==> src/rtl/scan_loader.sv <==
// Byte-to-serial loader for memory_bank's scan chain: shifts each host byte out MSB first,
// capturing the displaced tail bits. Readback path exists only when SCAN_LOADER_READBACK_EN is defined.
module scan_loader #(
    parameter int DATA_WIDTH = 8,
    parameter int SCAN_LEN   = 256
) (
    input  logic                  clk_i,
    input  logic                  rst_ni,
    input  logic                  start_i,
    input  logic [DATA_WIDTH-1:0] byte_in_i,
    input  logic                  byte_valid_i,
    output logic                  byte_ready_o,
    output logic                  scan_enable_o,
    output logic                  scan_out_o,
    input  logic                  scan_in_i,
    output logic [DATA_WIDTH-1:0] readback_byte_o,
    output logic                  readback_valid_o,
    output logic                  busy_o,
    output logic                  done_o
);

    localparam int NUM_BYTES = SCAN_LEN / DATA_WIDTH;
    localparam int BIT_CW    = $clog2(DATA_WIDTH + 1);
    localparam int BYTE_CW   = $clog2(NUM_BYTES + 1);
    localparam logic [BIT_CW-1:0]  BIT_LAST  = BIT_CW'(DATA_WIDTH - 1);
    localparam logic [BYTE_CW-1:0] BYTE_LAST = BYTE_CW'(NUM_BYTES - 1);

    typedef enum logic [1:0] {
        S_IDLE,
        S_WAIT_BYTE,
        S_SHIFT,
        S_DONE
    } state_e;

    state_e                state_q, state_d;
    logic [DATA_WIDTH-1:0] shift_q, shift_d;
    logic [BIT_CW-1:0]     bit_cnt_q, bit_cnt_d;
    logic [BYTE_CW-1:0]    byte_cnt_q, byte_cnt_d;
    logic                  byte_ready_q, byte_ready_d;
    logic                  scan_enable_q, scan_enable_d;
    logic                  scan_out_q, scan_out_d;
    logic                  busy_q, busy_d;
    logic                  done_q, done_d;

`ifdef SCAN_LOADER_READBACK_EN
    logic [DATA_WIDTH-1:0] capture_q, capture_d;
    logic [DATA_WIDTH-1:0] rb_byte_q, rb_byte_d;
    logic                  rb_valid_q, rb_valid_d;
`endif

    always_comb begin
        state_d       = state_q;
        shift_d       = shift_q;
        bit_cnt_d     = bit_cnt_q;
        byte_cnt_d    = byte_cnt_q;
        byte_ready_d  = 1'b0;
        scan_enable_d = 1'b0;
        scan_out_d    = 1'b0;
        done_d        = 1'b0;
`ifdef SCAN_LOADER_READBACK_EN
        capture_d     = capture_q;
        rb_byte_d     = rb_byte_q;
        rb_valid_d    = 1'b0;
`endif
        case (state_q)
            S_IDLE: begin
                if (start_i) begin
                    state_d      = S_WAIT_BYTE;
                    byte_cnt_d   = '0;
                    byte_ready_d = 1'b1;
                end
            end
            S_WAIT_BYTE: begin
                byte_ready_d = 1'b1;
                if (byte_valid_i && byte_ready_q) begin
                    shift_d       = byte_in_i;
                    bit_cnt_d     = '0;
                    byte_ready_d  = 1'b0;
                    scan_enable_d = 1'b1;
                    scan_out_d    = byte_in_i[DATA_WIDTH-1];
                    state_d       = S_SHIFT;
                end
            end
            S_SHIFT: begin
                // Chain shifts on this edge; scan_out is pre-loaded with the next MSB.
                shift_d   = {shift_q[DATA_WIDTH-2:0], 1'b0};
                bit_cnt_d = bit_cnt_q + BIT_CW'(1);
`ifdef SCAN_LOADER_READBACK_EN
                capture_d = {capture_q[DATA_WIDTH-2:0], scan_in_i};
`endif
                if (bit_cnt_q == BIT_LAST) begin
                    byte_cnt_d = byte_cnt_q + BYTE_CW'(1);
`ifdef SCAN_LOADER_READBACK_EN
                    rb_byte_d  = {capture_q[DATA_WIDTH-2:0], scan_in_i};
                    rb_valid_d = 1'b1;
`endif
                    if (byte_cnt_q == BYTE_LAST) begin
                        state_d = S_DONE;
                        done_d  = 1'b1;
                    end else begin
                        state_d      = S_WAIT_BYTE;
                        byte_ready_d = 1'b1;
                    end
                end else begin
                    scan_enable_d = 1'b1;
                    scan_out_d    = shift_q[DATA_WIDTH-2];
                end
            end
            S_DONE: begin
                state_d = S_IDLE;
            end
            default: begin
                state_d = S_IDLE;
            end
        endcase
        busy_d = (state_d != S_IDLE);
    end

    always_ff @(posedge clk_i) begin
        if (!rst_ni) begin
            state_q       <= S_IDLE;
            shift_q       <= '0;
            bit_cnt_q     <= '0;
            byte_cnt_q    <= '0;
            byte_ready_q  <= 1'b0;
            scan_enable_q <= 1'b0;
            scan_out_q    <= 1'b0;
            busy_q        <= 1'b0;
            done_q        <= 1'b0;
        end else begin
            state_q       <= state_d;
            shift_q       <= shift_d;
            bit_cnt_q     <= bit_cnt_d;
            byte_cnt_q    <= byte_cnt_d;
            byte_ready_q  <= byte_ready_d;
            scan_enable_q <= scan_enable_d;
            scan_out_q    <= scan_out_d;
            busy_q        <= busy_d;
            done_q        <= done_d;
        end
    end

`ifdef SCAN_LOADER_READBACK_EN
    always_ff @(posedge clk_i) begin
        if (!rst_ni) begin
            capture_q  <= '0;
            rb_byte_q  <= '0;
            rb_valid_q <= 1'b0;
        end else begin
            capture_q  <= capture_d;
            rb_byte_q  <= rb_byte_d;
            rb_valid_q <= rb_valid_d;
        end
    end

    assign readback_byte_o  = rb_byte_q;
    assign readback_valid_o = rb_valid_q;
`else
    logic unused_scan_in;
    assign unused_scan_in   = scan_in_i;
    assign readback_byte_o  = '0;
    assign readback_valid_o = 1'b0;
`endif

    assign byte_ready_o  = byte_ready_q;
    assign scan_enable_o = scan_enable_q;
    assign scan_out_o    = scan_out_q;
    assign busy_o        = busy_q;
    assign done_o        = done_q;

endmodule

==> config.mk <==
export PLATFORM = sky130hd
export DESIGN_NAME = scan_loader
export DESIGN_NICKNAME = d
export VERILOG_FILES = /design/src/rtl/scan_loader.sv
export SDC_FILE = /design/constraint.sdc
export NUM_CORES = 1
export LEC_CHECK = 0
export CORE_MARGIN = 5
export CORE_UTILIZATION = 25
export DETAILED_ROUTE_END_ITERATION = 7
export HOLD_SLACK_MARGIN = 0.15
export PLACE_DENSITY = 0.54
export SLEW_MARGIN = 20
export SYNTH_ARGS = -nofsm -noshare
export SYNTH_HDL_FRONTEND = slang
export SYNTH_SLANG_ARGS = --single-unit
==> constraint.sdc <==
create_clock -name clk_i -period 2.25 [get_ports clk_i]
set_clock_uncertainty 0.2 [all_clocks]
set_input_delay 0.5625 -clock clk_i [delete_from_list [all_inputs] [get_ports clk_i]]
set_output_delay 0.5625 -clock clk_i [all_outputs]
set_load 0.01 [all_outputs]
==> impl_results.md <==
* Status: complete, no violations
* H-tree levels at 1
* Root Buffer: clkbuf_8
* Fin nets at 183
* Final hold vios at 0
* Clk sinks at 24
* Chip width at 81.97 microns
* P_int at 0.0009438 W
* Post-Route Setup TNS at 0 ns
* Reg-to-reg startpoint: state_q[0]
* Seq/Total Area, Yosys at 37.10%
* WL per Instance at 11.07 microns
* Clock share of power at 17.1%
* Switch Pwr at 0.0005481 W
* Reg clk slew, reported paths at 0.08 ns
* Iter 0 DRT Violations at 24
* Global-route wire length before repair at 4.374 mm
* Post-synth ARST share at 0%
* Data required, critical path at 1.49 ns
* Filler Cell Count at 559
* Gp weighted congestion at 0.7592
* Synth unique cells at 37
* # diodes at 0
* Full die area at 6719 sq um
* Tightest Hold Check Type: flip-flop to flip-flop
* Chain of cells forming the critical path: clkdlybuf4s50_1
* Via Count at 979
* Port bufs at 16
* Post-CTS sizing at 0
* CTS tree: done
* Startpoint types: flip-flop
* FMAX at 502.9 MHz
* Routing usage on met3 at 2.632%
* Seq pwr share at 39.8%
* Syn_area_per_cell at 9.184 sq um
* Post-route DRC at 0
* Slew Limit Fails at 0
* CTS max path bufs at 2
* Mapped Area at 1295 sq um
* Post-DP HPWL at 1.985 mm
* DRT Pass-1 Iters at 4
* CP endpoint kind: output port
* R2R Path End: byte_cnt_q[1]
* Crit-path max FO at 4
* Leak pwr at 0.6727 nW
* Setup Buffers After CTS at 0
* Met2 Use GR at 12.92%
* Antenna viol nets, final at 0
* Area added between synthesis and finish at 21.55%
* Post-route design area at 1574 sq um
* Crit path DAT at 1.23 ns
* Cell count along the critical path at 1
* Vias in the first global route at 950
* Placed cell areas at 1533 sq um
* Hold path start: shift_q[6]
* Synth Instances at 141
* Met1 Use GR at 10.83%
* Worst Setup EP: byte_ready_o
* Congestion Overflow GR at 0
* Setup violations, final at 0
* Max IR drop VDD at 0.0004707 V
* TritonCTS Buffers at 3
* Combinational power share at 43.1%
* IO Count at 27
* PwrDens at 947.8 nW/um^2
* Largest net degree at the start of global routing at 14
* R2R cell count at 7
* Gr busiest metal: met2
* CP Class: flip-flop to output port
* Via/cell ratio at 4.238
* Row Count at 26
* Ys Warns at 0
* Post-synth EDFFs at 0
* Starting Density at 25.52%
* Min Clock Period, post-route at 1.988 ns
* Switching Fraction at 36.74%
* Max-cap check violation count at 0
* Final period utilization at 88.38%
* Critical Path Start: byte_ready_o
* Core Box Area at 5075 sq um
* R2r setup slk at 0.30 ns
* Crit-path slowest cell: clkdlybuf4s50_1
* Synth Register Bits at 24
* Total track usage at 8.413%
* Layout cells sized above 1 at 8.696%
* Max incr delay on CP at 0.57 ns
* Top FF cell, synth: dfxtp_1
* Die Y at 81.97 microns
* RSZ-0062 raised after global routing: no
* Top delay family on crit path: buffers and inverters
* Worst path bufs/invs at 1
* Clock latency on the worst-skew pair at 0.27 ns
* Number of antenna violations at the first check in global routing at 0
* CTS hold repair buffers at 0
* Total Wirelength at 2.558 mm
[stage by stage]
| step | hold slack (ns) | util, % | instances | power (W) | setup WS, ns |
|---|---|---|---|---|---|
| floorplan | 0.2716 | - | 149 | 0.001068 | 0.4598 |
| global placement | 0.2835 | 30.20 | 228 | 0.001248 | 0.1748 |
| detailed placement | 0.2903 | 30.20 | 228 | 0.001255 | 0.1537 |
| CTS | 0.3108 | 31.02 | 231 | 0.001516 | 0.2521 |
| global route | 0.3300 | 31.02 | 231 | 0.001619 | 0.1411 |
| finish | 0.3023 | 31.02 | 231 | 0.001492 | 0.2615 |
[state kept, by name, indices dropped and copies added, names as in the netlist, 2 cells and up]
signal,count
byte_cnt_q,6
shift_q,7
bit_cnt_q,4
state_q,2
[worst min-delay path by stage]
stage / end / depth (start not counted)
3_5_place_dp: shift_q[6] / 1
4_1_cts: shift_q[6] / 1
3_3_place_gp: shift_q[1] / 1
6_report: shift_q[6] / 1
5_1_grt: shift_q[3] / 1
2_1_floorplan: shift_q[1] / 1
[power by group through the flow]
stage	logic (W)	registers [W]	clock network (W)
after floorplan	0.000472	0.000596	0
after global placement	0.000646	0.000603	0
after detailed placement	0.000650	0.000605	0
after CTS	0.000652	0.000596	0.000268
after global routing	0.000727	0.000609	0.000283
final	0.000643	0.000594	0.000255
[placed cells by master (no fill, tap or decap)]
cell,Yosys,routed
o21ai_1,1,1
nor4_1,1,1
o21ai_0,6,6
inv_1,7,7
clkdlybuf4s50_1,0,16
nand4_1,1,1
a2111oi_4,1,1
a21oi_1,7,7
nand3b_4,1,1
and3_1,2,2
nor2_1,10,10
nor2b_1,4,4
nor3_1,1,1
xnor2_1,5,5
o31ai_1,2,2
a21boi_0,1,1
nand2b_1,1,1
a21boi_1,1,1
ha_1,7,7
mux2i_1,7,7
a41oi_1,1,1
nand3_1,5,5
nand3b_1,1,1
conb_1,1,9
and4b_2,1,1
dfxtp_1,24,24
o311a_1,1,1
clkbuf_8,0,3
nand2_1,11,11
a211oi_1,3,3
buf_4,10,7
mux2i_2,1,1
a22oi_1,1,1
and2_1,2,2
a32oi_1,2,2
or2_1,1,1
o211a_1,6,6
[layout make-up]
type                    instances  area (sq um)  area share [%]
flip-flops and latches         24         480.5           30.52
inverters                       7         26.28           1.669
well taps                      70         87.58           5.564
multi-input cells             104         725.7           46.10
repair buffers                 23         212.7           13.51
clock buffers                   3         41.29           2.623
[logic make-up (layout without fill, tap and decap cells)]
group / Yosys count / in the layout / synth area share [%]
fa+ha+maj: 7 / 7 / 6.763
other cells: 1 / 9 / 0.2896
compound gates: 33 / 33 / 19.61
simple gates: 42 / 42 / 17.20
mux: 8 / 8 / 6.473
buf+inv: 21 / 33 / 9.179
flops: 24 / 24 / 37.10
xor+xnor: 5 / 5 / 3.381
[per-layer routing]
metal | vias up | wire length [microns]
met1 | 431 | 1204
li1 | 520 | -
met4 | 0 | 42
met5 | - | 0
met3 | 5 | 165
met2 | 23 | 1146
[Yosys cell counts (2+ instances only)]
master | number | area (sq um)
inv_1 | 7 | 26.28
nand3_1 | 5 | 25.02
nor2_1 | 10 | 37.54
clkbuf_1 | 2 | 7.510
buf_4 | 10 | 75.07
o31ai_1 | 2 | 15.01
dfxtp_1 | 24 | 480.5
a32oi_1 | 2 | 17.52
o211a_1 | 6 | 60.06
mux2i_1 | 7 | 70.07
nand2_1 | 11 | 41.29
and2_1 | 2 | 12.51
nor2b_1 | 4 | 25.02
ha_1 | 7 | 87.58
xnor2_1 | 5 | 43.79
o21ai_0 | 6 | 30.03
and3_1 | 2 | 12.51
a21oi_1 | 7 | 35.03
buf_2 | 2 | 10.01
a211oi_1 | 3 | 22.52
Power figures use the tool's default switching activity.
